[src/rtl/seg_pkg.sv]
// Shared constants for the seven-segment decoder.
// Patterns are active-low {g,f,e,d,c,b,a}, so bit0 is segment a.
package seg_pkg;

  localparam logic [6:0] SEG_0     = 7'b1000000;
  localparam logic [6:0] SEG_1     = 7'b1111001;
  localparam logic [6:0] SEG_2     = 7'b0100100;
  localparam logic [6:0] SEG_3     = 7'b0110000;
  localparam logic [6:0] SEG_4     = 7'b0011001;
  localparam logic [6:0] SEG_5     = 7'b0010010;
  localparam logic [6:0] SEG_6     = 7'b0000010;
  localparam logic [6:0] SEG_7     = 7'b1111000;
  localparam logic [6:0] SEG_8     = 7'b0000000;
  localparam logic [6:0] SEG_9     = 7'b0010000;
  localparam logic [6:0] SEG_A     = 7'b0001000;
  localparam logic [6:0] SEG_B     = 7'b0000011;
  localparam logic [6:0] SEG_C     = 7'b1000110;
  localparam logic [6:0] SEG_D     = 7'b0100001;
  localparam logic [6:0] SEG_E     = 7'b0000110;
  localparam logic [6:0] SEG_F     = 7'b0001110;
  localparam logic [6:0] SEG_BLANK = 7'b1111111;

  typedef enum logic [1:0] {
    ST_IDLE    = 2'd0,
    ST_SETTLE  = 2'd1,
    ST_PRESENT = 2'd2
  } state_t;

endpackage

[src/rtl/seg_pattern_lut.sv]
// Combinational pattern lookup: a 7-bit segment pattern maps to its hex value.
// Any pattern outside the legal table, blank included, reports err with num = 0.
module seg_pattern_lut
  import seg_pkg::*;
(
  input  logic [6:0] pat,
  output logic       err,
  output logic [3:0] num
);

  // Pattern-to-value table
  always_comb begin
    err = 1'b0;
    num = 4'h0;
    case (pat)
      SEG_0:   num = 4'h0;
      SEG_1:   num = 4'h1;
      SEG_2:   num = 4'h2;
      SEG_3:   num = 4'h3;
      SEG_4:   num = 4'h4;
      SEG_5:   num = 4'h5;
      SEG_6:   num = 4'h6;
      SEG_7:   num = 4'h7;
      SEG_8:   num = 4'h8;
      SEG_9:   num = 4'h9;
      SEG_A:   num = 4'hA;
      SEG_B:   num = 4'hB;
      SEG_C:   num = 4'hC;
      SEG_D:   num = 4'hD;
      SEG_E:   num = 4'hE;
      SEG_F:   num = 4'hF;
      default: begin
        err = 1'b1;
        num = 4'h0;
      end
    endcase
  end

endmodule

[src/rtl/seven_seg_decoder.sv]
// Debounced seven-segment bus decoder: a pattern must hold for STABLE_CYCLES
// synchronized cycles before it is reported once over a valid/ready handshake.
module seven_seg_decoder
  import seg_pkg::*;
#(
  parameter int STABLE_CYCLES = 4
) (
  input  logic       clk,
  input  logic       rst_n,
  input  logic [6:0] seg_in,
  output logic       out_valid,
  input  logic       out_ready,
  output logic [3:0] out_num,
  output logic       out_err,
  output logic       ovr,
  input  logic       ovr_clr
);

  localparam int CW = $clog2(STABLE_CYCLES + 32'sd1);
  localparam logic [CW-1:0] CNT_ONE  = CW'(32'sd1);
  localparam logic [CW-1:0] CNT_QUAL = CW'(STABLE_CYCLES - 32'sd1);
  localparam logic [CW-1:0] CNT_SAT  = CW'(STABLE_CYCLES);

  logic [6:0]    sync1_r, seg_s;
  state_t        state_r, state_nxt_s;
  logic [CW-1:0] cnt_r, cnt_nxt_s;
  logic [6:0]    cand_r, cand_nxt_s;
  logic [6:0]    last_rep_r, last_rep_nxt_s;
  logic          out_valid_r, out_valid_nxt_s;
  logic [3:0]    out_num_r, out_num_nxt_s;
  logic          out_err_r, out_err_nxt_s;
  logic          ovr_r, ovr_event_s;
  logic          qualify_s;
  logic          lut_err_s;
  logic [3:0]    lut_num_s;

  seg_pattern_lut u_lut (
    .pat (cand_r),
    .err (lut_err_s),
    .num (lut_num_s)
  );

  // Two-flop synchronizer for the asynchronous segment bus
  always_ff @(posedge clk or negedge rst_n) begin
    if (!rst_n) begin
      sync1_r <= SEG_BLANK;
      seg_s   <= SEG_BLANK;
    end else begin
      sync1_r <= seg_in;
      seg_s   <= sync1_r;
    end
  end

  // Next-state, stability filter and handshake decisions
  always_comb begin
    state_nxt_s     = state_r;
    cnt_nxt_s       = cnt_r;
    cand_nxt_s      = cand_r;
    last_rep_nxt_s  = last_rep_r;
    out_valid_nxt_s = out_valid_r;
    out_num_nxt_s   = out_num_r;
    out_err_nxt_s   = out_err_r;
    ovr_event_s     = 1'b0;
    qualify_s       = (seg_s == cand_r) && (cnt_r == CNT_QUAL);

    // Filtering keeps running in PRESENT so a second symbol can be flagged as overrun
    if (state_r != ST_IDLE) begin
      if (seg_s != cand_r) begin
        cand_nxt_s = seg_s;
        cnt_nxt_s  = CNT_ONE;
      end else if (cnt_r != CNT_SAT) begin
        cnt_nxt_s = cnt_r + CNT_ONE;
      end else begin
        cnt_nxt_s = cnt_r;
      end
    end else begin
      cnt_nxt_s = cnt_r;
    end

    case (state_r)
      ST_IDLE: begin
        if (seg_s != last_rep_r) begin
          cnt_nxt_s   = CNT_ONE;
          cand_nxt_s  = seg_s;
          state_nxt_s = ST_SETTLE;
        end else begin
          state_nxt_s = ST_IDLE;
        end
      end
      ST_SETTLE: begin
        if (!qualify_s) begin
          state_nxt_s = ST_SETTLE;
        end else if (cand_r == last_rep_r) begin
          state_nxt_s = ST_IDLE;
        end else if (cand_r == SEG_BLANK) begin
          last_rep_nxt_s = SEG_BLANK;
          state_nxt_s    = ST_IDLE;
        end else begin
          last_rep_nxt_s  = cand_r;
          out_num_nxt_s   = lut_num_s;
          out_err_nxt_s   = lut_err_s;
          out_valid_nxt_s = 1'b1;
          state_nxt_s     = ST_PRESENT;
        end
      end
      ST_PRESENT: begin
        if (qualify_s && (cand_r != last_rep_r)) begin
          ovr_event_s = 1'b1;
        end else begin
          ovr_event_s = 1'b0;
        end
        if (out_valid_r && out_ready) begin
          out_valid_nxt_s = 1'b0;
          state_nxt_s     = ST_IDLE;
        end else begin
          state_nxt_s = ST_PRESENT;
        end
      end
      default: begin
        out_valid_nxt_s = 1'b0;
        state_nxt_s     = ST_IDLE;
      end
    endcase
  end

  // State, filter and output registers; an overrun event beats ovr_clr
  always_ff @(posedge clk or negedge rst_n) begin
    if (!rst_n) begin
      state_r     <= ST_IDLE;
      cnt_r       <= '0;
      cand_r      <= SEG_BLANK;
      last_rep_r  <= SEG_BLANK;
      out_valid_r <= 1'b0;
      out_num_r   <= 4'h0;
      out_err_r   <= 1'b0;
      ovr_r       <= 1'b0;
    end else begin
      state_r     <= state_nxt_s;
      cnt_r       <= cnt_nxt_s;
      cand_r      <= cand_nxt_s;
      last_rep_r  <= last_rep_nxt_s;
      out_valid_r <= out_valid_nxt_s;
      out_num_r   <= out_num_nxt_s;
      out_err_r   <= out_err_nxt_s;
      if (ovr_event_s) begin
        ovr_r <= 1'b1;
      end else if (ovr_clr) begin
        ovr_r <= 1'b0;
      end else begin
        ovr_r <= ovr_r;
      end
    end
  end

  assign out_valid = out_valid_r;
  assign out_num   = out_num_r;
  assign out_err   = out_err_r;
  assign ovr       = ovr_r;

endmodule

[config.mk]
export PLATFORM = sky130hd
export DESIGN_NAME = seven_seg_decoder
export DESIGN_NICKNAME = d
export VERILOG_FILES = /design/src/rtl/seg_pkg.sv /design/src/rtl/seg_pattern_lut.sv /design/src/rtl/seven_seg_decoder.sv
export SDC_FILE = /design/constraint.sdc
export NUM_CORES = 1
export LEC_CHECK = 0
export BUFFER_PORTS_ARGS = -buffer_cell sky130_fd_sc_hd__buf_4
export CAP_MARGIN = 20
export CELL_PAD_IN_SITES_DETAIL_PLACEMENT = 1
export CELL_PAD_IN_SITES_GLOBAL_PLACEMENT = 2
export CORE_UTILIZATION = 43
export DETAILED_ROUTE_END_ITERATION = 10
export GPL_TIMING_DRIVEN = 0
export PLACE_DENSITY_LB_ADDON = 0.15
export SLEW_MARGIN = 0
export SYNTH_ARGS = -nofsm -noshare
export SYNTH_HDL_FRONTEND = slang
export SYNTH_HIERARCHICAL = 1
export SYNTH_SLANG_ARGS = --single-unit
[constraint.sdc]
create_clock -name clk -period 3.7 [get_ports clk]
set_input_delay 0.74 -clock clk [delete_from_list [all_inputs] [get_ports clk]]
set_output_delay 0.74 -clock clk [all_outputs]
set_load 0.005 [all_outputs]
==> impl_results.md, run 1 <==
- Status: finished clean
- Die Y: 72.1 µm
- Tot Pwr: 0.922 mW
- WHS: 0.357 ns
- Vias in the first global route: 1,578
- Worst R2R Start: cand_r[4]
- Clock tree root buffer cell: clkbuf_8
- Achievable Freq: 0.415 GHz
- Post-synthesis xor/xnor area fraction: 0.0870
- Sum of negative setup slack: 0 ns
- Reg2reg end: cand_r[2]
- Final nets: 223
- Non-Filler Instances: 277
- Setup Fix Bufs, Post-CTS: 0
- Final instance area: 2440 µm²
- Syn Nets: 199
- Remaining antenna violation count: 0
- RSZ-0062 raised after global routing: no
- Post-synthesis mux area share: 0.101
- Final Setup Violations: 0
- Critical path arrival: 2.63 ns
- Cts-stage hold buffer count: 0
- Max Root-Sink Buffers: 2
- Final Hold Viols: 0
- Final Skew: 0.00674 ns
- Global-route wire length before repair: 7390 µm
- CP Depth: 6
- Post-place instance area: 2320 µm²
- CTS tree: done
- Slowest stage cell, crit path: dfstp_2
- Sequential share of the synthesized area: 0.490
- Die area: 5200 µm²
- Compound-gate portion of the synthesized area: 0.0864
- Largest net degree at the start of global routing: 41
- H-tree depth: 2
- Critical path origin: cand_r[4]
- Synthesized area: 2110 µm²
- Area grow syn2layout: 15.4%
- Detail Placement HPWL: 3200 µm
- Vias: 1,499
- WL per Instance: 15.9 µm
- R2R Setup Slk: 1.29 ns
- Area leader, netlist: dfstp_2
- Max Cap Violations: 0
- Post-synth cell types: 44
- Area contributors post-synth: dfstp_2, dfrtp_1, mux2_2
- Placed Instances: 269
- Worst Path Buf+Inv: 1
- Width of the die: 72.1 µm
- CP max FO: 9
- Top cell type's share of synthesized area: 0.348
- Largest family of logic cells by synthesized area: simple AND/OR/NAND/NOR gates
- Path type of the worst setup path: flop to flop
- Synth Warn #: 6
- Leakage: 0.979 nW
- Core Box Area: 4720 µm²
- Worst R2R Path Depth: 6
- Worst IR Drop VDD: 0.000194 V
- Final Slew Violations: 0
- Hold crit path type: flop to flop
- DR iter-0 viols: 78
- Final min period: 2.41 ns
- Layout cells sized above 1: 0.414
- Syn Inst Count: 185
- Crit path to: cand_r[2]
- Clk Latency, worst-skew pair: 0.29 ns
- Post-Synth Adder-Cell Area: 0.0178
- Max incr delay on CP: 0.65 ns
- Number of I/O port buffers: 17
- CTS buffer count: 5
- Via density: 5.41
- Initial core utilization: 0.447
- Gr usage total: 0.183
- PostCTS Resize Cnt: 0
- RePlAce Congestion: 0.845
- Worst Setup Start Kind: flop
- Final period utilization: 0.651
- Crit-path cells: xnor2_1 > nand4_1 > nor4_2 > or2_2 > buf_4 > mux2_2
- Yosys reg bits: 40
- WL final: 4390 µm
- Synthesized-area fraction occupied by and/or/nand/nor cells: 0.173
- Clock-pin slew on the worst setup and hold paths: 0.08 ns
- DR DRC count: 0
- GRT overflow: 0
- Power Dens Cells: 378 nW/µm²
- Worst-Margin Slew: 0.832 ns
- Initial antenna violation count: 0
- First-pass DRT Iterations: 4
- Worst slew margin: 0.440
- Clk sinks: 40
- Avg Cell Area, Syn: 11.4 µm²
- Row cnt: 25
- Critical path endpoint category: flop
- Antenna Cells: 0
- Crit-path leading delay family: simple AND/OR/NAND/NOR gates
- Req. time, crit path: 3.92 ns
- Boundary Pins: 18
[synthesized netlist by cell type]
library cell and instances:
or2_2 1, nor3b_1 3, o21ai_1 2, dfrtp_1 12, nor4b_4 1, nor2_1 8, nor3_1 6, and3_1 2
nor4_2 2, nand2_1 4, o21ai_2 1, nor2b_1 4, nand4_1 6, a31oi_1 2, o21ai_0 4, xor2_1 5
and2b_1 1, or2_1 2, buf_6 1, o22ai_1 1, buf_4 5, nor4bb_1 1, nand4_2 1, a2bb2oi_1 1
a21oi_1 7, nand4b_2 1, clkbuf_1 2, o31a_1 1, a2111oi_0 1, nand3_1 7, buf_2 2, a41o_1 1
o31ai_1 1, or3_1 3, xnor2_1 16, o211ai_1 2, dfstp_2 28, nor4_1 3, inv_1 7, a22o_1 1
ha_1 3, nor4b_1 1, mux2_2 19, a211oi_1 3
[flip-flops by register name, summed over array words and instances, names as in the netlist]
name        cells
cand_r          7
state_r         2
sync1_r         7
out_valid       1
cnt_r           3
ovr             1
last_rep_r      7
out_err         1
out_num         4
seg_s           7
[cell type report]
cell class                 instances  area, µm²
timing repair buffer              17        128
clock inverter                     3       45.0
sequential                        40       1040
multi-input combinational        128        985
buffer                            10       66.3
inverter                           7       26.3
clock buffer                       5       68.8
fill                             528       2280
tap                               67       83.8
[worst min path at each step]
stage / start / to / cells past startpoint / slack (ns)
floorplan: sync1_r[0] / seg_s[0] / 0 / 0.35
global placement: sync1_r[1] / seg_s[1] / 0 / 0.35
detailed placement: sync1_r[3] / seg_s[3] / 0 / 0.35
CTS: sync1_r[3] / seg_s[3] / 0 / 0.36
global route: sync1_r[6] / seg_s[6] / 0 / 0.36
finish: sync1_r[3] / seg_s[3] / 0 / 0.36
[cell families after synthesis]
family          count (synthesis)
compound gates                 28
xor+xnor                       21
fa+ha+maj                       3
buf+inv                        17
flops                          40
mux                            19
simple gates                   57
[placed cells by master, fill, tap and decap left out, types with 2 or more instances in the layout]
master and count:
dfstp_2 28, buf_4 22, mux2_2 19, xnor2_1 16
dfrtp_1 12, nor2_1 8, inv_1 7, nand3_1 7
a21oi_1 7, nand4_1 6, nor3_1 6, xor2_1 5
clkbuf_8 5, nand2_1 4, nor2b_1 4, o21ai_0 4
nor4_1 3, a211oi_1 3, ha_1 3, nor3b_1 3
or3_1 3, clkbuf_1 2, nor4_2 2, a31oi_1 2
o211ai_1 2, buf_2 2, o21ai_1 2, or2_1 2
and3_1 2
[worst reg2reg max path: stages (launching register included)]
cell     delay, ns
dfstp_2       0.65
xnor2_1       0.16
nand4_1       0.24
nor4_2        0.59
or2_2         0.21
buf_4         0.16
mux2_2        0.34
[metal layers]
layer  track usage  vias to the layer above  share of wire  wire [µm]
met5             0                        -              0          0
met4        0.0610                        0         0.0034         15
met3        0.0444                        2          0.032        142
met2         0.324                       29           0.52       2290
met1         0.216                      753           0.44       1950
li1              -                      715              -          -
[report_power, final]
group / switching (mW) / leakage, nW / internal (mW)
logic: 0.0434 / 0.473 / 0.0386
clock network: 0.154 / 0.0591 / 0.204
registers: 0.0194 / 0.448 / 0.462
total: 0.217 / 0.979 / 0.705
[through the flow]
step | setup WS, ns | util
floorplan | 1.62 | -
global placement | 1.38 | 0.492
detailed placement | 1.33 | 0.492
CTS | 1.31 | 0.516
global route | 1.15 | 0.516
finish | 1.29 | 0.516
(Power assumes the default switching activity.)
==> inputs of run 2 (changes only) <==
--- a/config.mk
+++ b/config.mk
@@ -9,7 +9,7 @@
 export CAP_MARGIN = 20
 export CELL_PAD_IN_SITES_DETAIL_PLACEMENT = 1
 export CELL_PAD_IN_SITES_GLOBAL_PLACEMENT = 2
-export CORE_UTILIZATION = 43
+export CORE_UTILIZATION = 36
 export DETAILED_ROUTE_END_ITERATION = 10
 export GPL_TIMING_DRIVEN = 0
 export PLACE_DENSITY_LB_ADDON = 0.15
==> constraint.sdc (replaced) <==
create_clock -name clk -period 2.09 [get_ports clk]
set_input_delay 0.418 -clock clk [delete_from_list [all_inputs] [get_ports clk]]
set_output_delay 0.418 -clock clk [all_outputs]
set_load 0.005 [all_outputs]
==> run 2 against run 1 <==
Clock-buffer cell count is 1 higher. Critical path depth is 2 higher. Cell count is 7.9% higher. Fmax is 19% higher. Critical endpoint is now out_err. Total power is 77% higher. Clock power is 70% higher. Largest cell class is now multi-input combinational cells. Design area is 8.7% higher. Clock skew is 0.0041 ns higher. Critical path type unchanged. Combinational power is 120% higher. Die area is 19% higher. Sequential share of layout area is 3.4 points lower.
==> impl_results.md, run 2 (synthesized netlist as in run 1, its figures left out) <==
- Detail Placement HPWL: 3050 µm (was 3200 µm)
- Crit-path cells: buf_12 > buf_4 > nand4_1 > or3_1 > and3_1 > o21ai_2 > nor3_1 > mux2_2 (was xnor2_1 > nand4_1 > nor4_2 > or2_2 > buf_4 > mux2_2)
- Slowest stage cell, crit path: dfstp_2 (unchanged)
- Worst-Margin Slew: 0.584 ns (was 0.832 ns)
- Critical path endpoint category: flop (unchanged)
- CTS tree: done (unchanged)
- Boundary Pins: 18 (unchanged)
- Status: finished clean (unchanged)
- Vias in the first global route: 1,591 (was 1,578)
- Clock tree root buffer cell: clkbuf_8 (unchanged)
- First-pass DRT Iterations: 4 (unchanged)
- CTS buffer count: 5 (unchanged)
- GRT busiest layer: met2 (unchanged)
- M1 GR Usage: 0.210 (was 0.216)
- Remaining antenna violation count: 0 (unchanged)
- Clk sinks: 40 (unchanged)
- Gr usage total: 0.162 (was 0.183)
- Most common cell after layout, fill and taps aside: buf_4 (was dfstp_2)
- Final Setup Violations: 0 (unchanged)
- Critical path arrival: 2.21 ns (was 2.63 ns)
- # fillers: 625 (was 528)
- Max incr delay on CP: 0.59 ns (was 0.65 ns)
- Antenna Cells: 0 (unchanged)
- Clock-pin slew on the worst setup and hold paths: 0.09 ns (was 0.08 ns)
- Leakage: 1.07 nW (was 0.979 nW)
- Largest net degree at the start of global routing: 41 (unchanged)
- Sum of negative setup slack: 0 ns (unchanged)
- Die Y: 78.6 µm (was 72.1 µm)
- Initial antenna violation count: 0 (unchanged)
- Final Slew Violations: 0 (unchanged)
- Placed Instances: 274 (was 269)
- Commonest cells after routing, fill and taps aside: buf_4, dfstp_2, mux2_2 (was dfstp_2, buf_4, mux2_2)
- Worst Path Buf+Inv: 2 (was 1)
- RePlAce Congestion: 0.800 (was 0.845)
- Met3 usage: 0.0314 (was 0.0444)
- Via density: 5.09 (was 5.41)
- Met2 Track Usage GR: 0.268 (was 0.324)
- Final period utilization: 0.966 (was 0.651)
- Worst slew margin: 0.610 (was 0.440)
- Core Box Area: 5570 µm² (was 4720 µm²)
- Clk Latency, worst-skew pair: 0.30 ns (was 0.29 ns)
- Final Hold Viols: 0 (unchanged)
- WL per Instance: 14.9 µm (was 15.9 µm)
- Multi-input combinational cell area: 1040 µm² (was 985 µm²)
- Area grow syn2layout: 25.4% (was 15.4%)
- Tot Pwr: 1.64 mW (was 0.922 mW)
- WHS: 0.0630 ns (was 0.357 ns)
- Global-route wire length before repair: 7730 µm (was 7390 µm)
- Worst Setup Start Kind: flop (unchanged)
- Power Dens Cells: 617 nW/µm² (was 378 nW/µm²)
- Row cnt: 27 (was 25)
- FF+latch area: 1040 µm² (unchanged)
- Final Skew: 0.0108 ns (was 0.00674 ns)
- Max Root-Sink Buffers: 2 (unchanged)
- Req. time, crit path: 2.28 ns (was 3.92 ns)
- Initial core utilization: 0.379 (was 0.447)
- Non-Filler Instances: 299 (was 277)
- RSZ-0062 raised after global routing: yes (was no)
- Max Cap Violations: 0 (unchanged)
- Final min period: 2.02 ns (was 2.41 ns)
- WL final: 4460 µm (was 4390 µm)
- DR iter-0 viols: 45 (was 78)
- Achievable Freq: 0.495 GHz (was 0.415 GHz)
- Vias: 1,523 (was 1,499)
- Final nets: 240 (was 223)
- Layout cells sized above 1: 0.476 (was 0.414)
- GRT overflow: 0 (unchanged)
- CP max FO: 9 (unchanged)
- DR DRC count: 0 (unchanged)
- Worst IR Drop VDD: 0.000365 V (was 0.000194 V)
- Hold crit path type: primary input to async pin (was flop to flop)
- Width of the die: 78.6 µm (was 72.1 µm)
- Die area: 6180 µm² (was 5200 µm²)
- Number of I/O port buffers: 17 (unchanged)
- Path type of the worst setup path: flop to flop (unchanged)
- Crit-path leading delay family: simple AND/OR/NAND/NOR gates (unchanged)
- H-tree depth: 2 (unchanged)
-- run 2: repair_timing --
action,in CTS,in global routing
pin swaps,4,2
gates resized for setup,4,5
setup endpoints to repair,18,19
hold buffers,0,0
gates cloned,0,0
setup buffers,6,12
-- run 2: final cells by class --
class,instances,share of cell area
buffer,9,0.0222
timing repair buffer,35,0.109
clock buffer,6,0.0354
clock inverter,2,0.00614
multi-input combinational,128,0.393
sequential,40,0.391
inverter,7,0.00992
tap,72,0.0340
-- run 2: through the flow --
| stage | cell area, µm² | utilization | setup slack, ns |
|---|---|---|---|
| 2_1_floorplan | 2110 | - | 0.0103 |
| 3_3_place_gp | 2330 | 0.418 | -0.237 |
| 3_5_place_dp | 2330 | 0.418 | -0.272 |
| 4_1_cts | 2520 | 0.452 | 0.00375 |
| 5_1_grt | 2650 | 0.475 | -0.0132 |
| 6_report | 2650 | 0.475 | 0.0700 |
-- run 2: power by group --
part           total (mW)  switching (mW)  internal [mW]
logic               0.180          0.0920         0.0885
registers           0.845          0.0265          0.818
clock network       0.610           0.298          0.312
total                1.64           0.417           1.22
-- run 2: path summary, 6_finish.rpt --
path	cells past startpoint	slack, ns	from	end
max reg2reg	8	0.07	cand_r[6]	out_err
max in group asynchronous	1	1.65	rst_n	sync1_r[4]
min reg2reg	0	0.36	sync1_r[3]	seg_s[3]
max	8	0.07	cand_r[6]	out_err
min in group clk	1	0.23	seg_in[0]	sync1_r[0]
min	1	0.06	rst_n	out_num[3]
-- run 2: metal layers --
metal | wire (µm) | vias to the layer above
met3 | 134 | 5
met5 | 0 | -
met2 | 2180 | 28
li1 | - | 743
met1 | 2100 | 747
met4 | 53 | 0
==> inputs of run 3 (changes only) <==
--- a/config.mk
+++ b/config.mk
@@ -11,8 +11,8 @@
 export CELL_PAD_IN_SITES_GLOBAL_PLACEMENT = 2
 export CORE_UTILIZATION = 36
 export DETAILED_ROUTE_END_ITERATION = 10
-export GPL_TIMING_DRIVEN = 0
 export PLACE_DENSITY_LB_ADDON = 0.15
+export SKIP_LAST_GASP = 1
 export SLEW_MARGIN = 0
 export SYNTH_ARGS = -nofsm -noshare
 export SYNTH_HDL_FRONTEND = slang
==> run 3 against run 2 <==
Sequential share of layout area rose by 1.8 points. Sequential power is essentially flat. Setup slack gained 0.036 ns. Hold slack gained 0.013 ns. Flip-flop and latch count unchanged. Design area decreased by 4.5%. Register-to-register slack improved by 0.04 ns. Combinational power fell by 11%. Non-clock buffer count down 10. Die area unchanged. Clock skew down 0.0019 ns. First-iteration DRC count grew to 3.3 times the previous value. Largest cell class is now sequential cells.
==> impl_results.md, run 3 (synthesized netlist as in run 1, its figures left out) <==
- Initial core utilization: 0.379 (unchanged)
- Die Y: 78.6 µm (unchanged)
- Crit path to: last_rep_r[2] (was out_err)
- Number of I/O port buffers: 17 (unchanged)
- Crit-path cells: xnor2_1 > nand2_1 > nor4b_4 > buf_4 > nand4b_4 > mux2_2 (was buf_12 > buf_4 > nand4_1 > or3_1 > and3_1 > o21ai_2 > nor3_1 > mux2_2)
- Final Slew Violations: 0 (unchanged)
- Antenna Cells: 0 (unchanged)
- Initial antenna violation count: 0 (unchanged)
- Detail Placement HPWL: 3140 µm (was 3050 µm)
- Worst R2R Path Depth: 6 (was 8)
- Power Dens Cells: 631 nW/µm² (was 617 nW/µm²)
- DR iter-0 viols: 147 (was 45)
- Worst slew margin: 0.670 (was 0.610)
- Worst Path Buf+Inv: 1 (was 2)
- WL final: 4340 µm (was 4460 µm)
- Largest net degree at the start of global routing: 41 (unchanged)
- RSZ-0062 raised after global routing: yes (unchanged)
- Final nets: 230 (was 240)
- Req. time, crit path: 2.31 ns (was 2.28 ns)
- Width of the die: 78.6 µm (unchanged)
- Vias in the first global route: 1,553 (was 1,591)
- Vias: 1,500 (was 1,523)
- Core Box Area: 5570 µm² (unchanged)
- CP max FO: 9 (unchanged)
- R2R Setup Slk: 0.11 ns (was 0.07 ns)
- Place WS: 0.00541 ns (was -0.272 ns)
- CP Depth: 6 (was 8)
- Final Hold Viols: 0 (unchanged)
- DR DRC count: 0 (unchanged)
- Slowest stage cell, crit path: dfstp_2 (unchanged)
- Die area: 6180 µm² (unchanged)
- Global-route wire length before repair: 7840 µm (was 7730 µm)
- Gr usage total: 0.165 (was 0.162)
- H-tree depth: 2 (unchanged)
- Max Cap Violations: 0 (unchanged)
- # fillers: 629 (was 625)
- CTS tree: done (unchanged)
- Clk sinks: 40 (unchanged)
- Layout cells sized above 1: 0.461 (was 0.476)
- Path type of the worst setup path: flop to flop (unchanged)
- Max incr delay on CP: 0.64 ns (was 0.59 ns)
- First-pass DRT Iterations: 4 (unchanged)
- Achievable Freq: 0.504 GHz (was 0.495 GHz)
- Clk Latency, worst-skew pair: 0.30 ns (about the same)
- Final Setup Violations: 0 (unchanged)
- Critical path arrival: 2.21 ns (about the same)
- Worst IR Drop VDD: 0.000346 V (was 0.000365 V)
- Commonest cells after routing, fill and taps aside: buf_4, dfstp_2, mux2_2 (unchanged)
- Leakage: 1.02 nW (was 1.07 nW)
- Final min period: 1.98 ns (was 2.02 ns)
- Worst Setup Start Kind: flop (unchanged)
- Non-Filler Instances: 289 (was 299)
- Final Skew: 0.00895 ns (was 0.0108 ns)
- Final period utilization: 0.949 (was 0.966)
- Clock-pin slew on the worst setup and hold paths: 0.09 ns (about the same)
- Clock tree root buffer cell: clkbuf_8 (unchanged)
- Reg2reg end: last_rep_r[2] (was out_err)
- Max Root-Sink Buffers: 2 (unchanged)
- Status: finished clean (unchanged)
- Placed Instances: 277 (was 274)
- Via density: 5.19 (was 5.09)
- GRT overflow: 0 (unchanged)
- Final worst setup slack: 0.106 ns (was 0.0700 ns)
- Row cnt: 27 (unchanged)
- Area grow syn2layout: 19.8% (was 25.4%)
- Hold crit path type: primary input to async pin (unchanged)
- Critical path origin: cand_r[2] (was cand_r[6])
- Most common cell after layout, fill and taps aside: buf_4 (unchanged)
- Worst-Margin Slew: 0.495 ns (was 0.584 ns)
- Crit-path leading delay family: flip-flops (was simple AND/OR/NAND/NOR gates)
- Critical path endpoint category: flop (unchanged)
- CTS buffer count: 5 (unchanged)
- Worst R2R Start: cand_r[2] (was cand_r[6])
- RePlAce Congestion: 0.761 (was 0.800)
- Boundary Pins: 18 (unchanged)
- Remaining antenna violation count: 0 (unchanged)
- WL per Instance: 15.0 µm (was 14.9 µm)
-- run 3: how the worst min path moves through the flow --
| stage | end | slack (ns) | depth (start not counted) |
|---|---|---|---|
| 3_5_place_dp | seg_s[5] | 0.35 | 0 |
| 4_1_cts | state_r[1] | 0.09 | 1 |
| 6_report | state_r[1] | 0.08 | 1 |
| 5_1_grt | out_num[3] | 0.10 | 1 |
| 3_3_place_gp | seg_s[5] | 0.35 | 0 |
| 2_1_floorplan | cnt_r[0] | 0.12 | 0 |
-- run 3: layer usage --
layer  track usage  share of wire  vias to the layer above
met5             0              0                        -
met4        0.0444         0.0044                        0
met3        0.0453          0.031                        2
met2         0.254           0.49                       23
met1         0.228           0.48                      749
li1              -              -                      726
-- run 3: layout make-up --
class	instances	area (µm²)	area share
sequential	40	1040	0.409
multi-input combinational	128	1020	0.402
tap	72	90.1	0.0356
inverter	7	26.3	0.0104
clock buffer	6	93.8	0.0371
clock inverter	2	11.3	0.00445
timing repair buffer	34	255	0.101
-- run 3: power breakdown --
part           internal, mW  switching (mW)  total [mW]  leakage, nW
Sequential            0.818          0.0279       0.846        0.448
Clock                 0.306           0.285       0.591       0.0566
Combinational        0.0755          0.0851       0.161        0.518
Total                  1.20           0.398        1.60         1.02
-- run 3: per-stage QoR --
| stage | hold slack [ns] | setup TNS (ns) | util | instance area, µm² | total power [mW] |
|---|---|---|---|---|---|
| after floorplan | 0.122 | 0 | - | 2110 | 0.948 |
| after CTS | 0.0930 | -0.153 | 0.443 | 2470 | 1.62 |
| after detailed placement | 0.347 | 0 | 0.424 | 2360 | 1.02 |
| after global placement | 0.346 | 0 | 0.424 | 2360 | 1.01 |
| after global routing | 0.103 | -0.0235 | 0.454 | 2530 | 1.68 |
| final | 0.0761 | 0 | 0.454 | 2530 | 1.60 |
-- run 3: what timing repair did --
item / in CTS / in global routing
hold buffers: 0 / 0
setup endpoints to repair: 7 / 19
pin swaps: 0 / 4
gates resized for setup: 0 / 8
setup buffers: 0 / 4
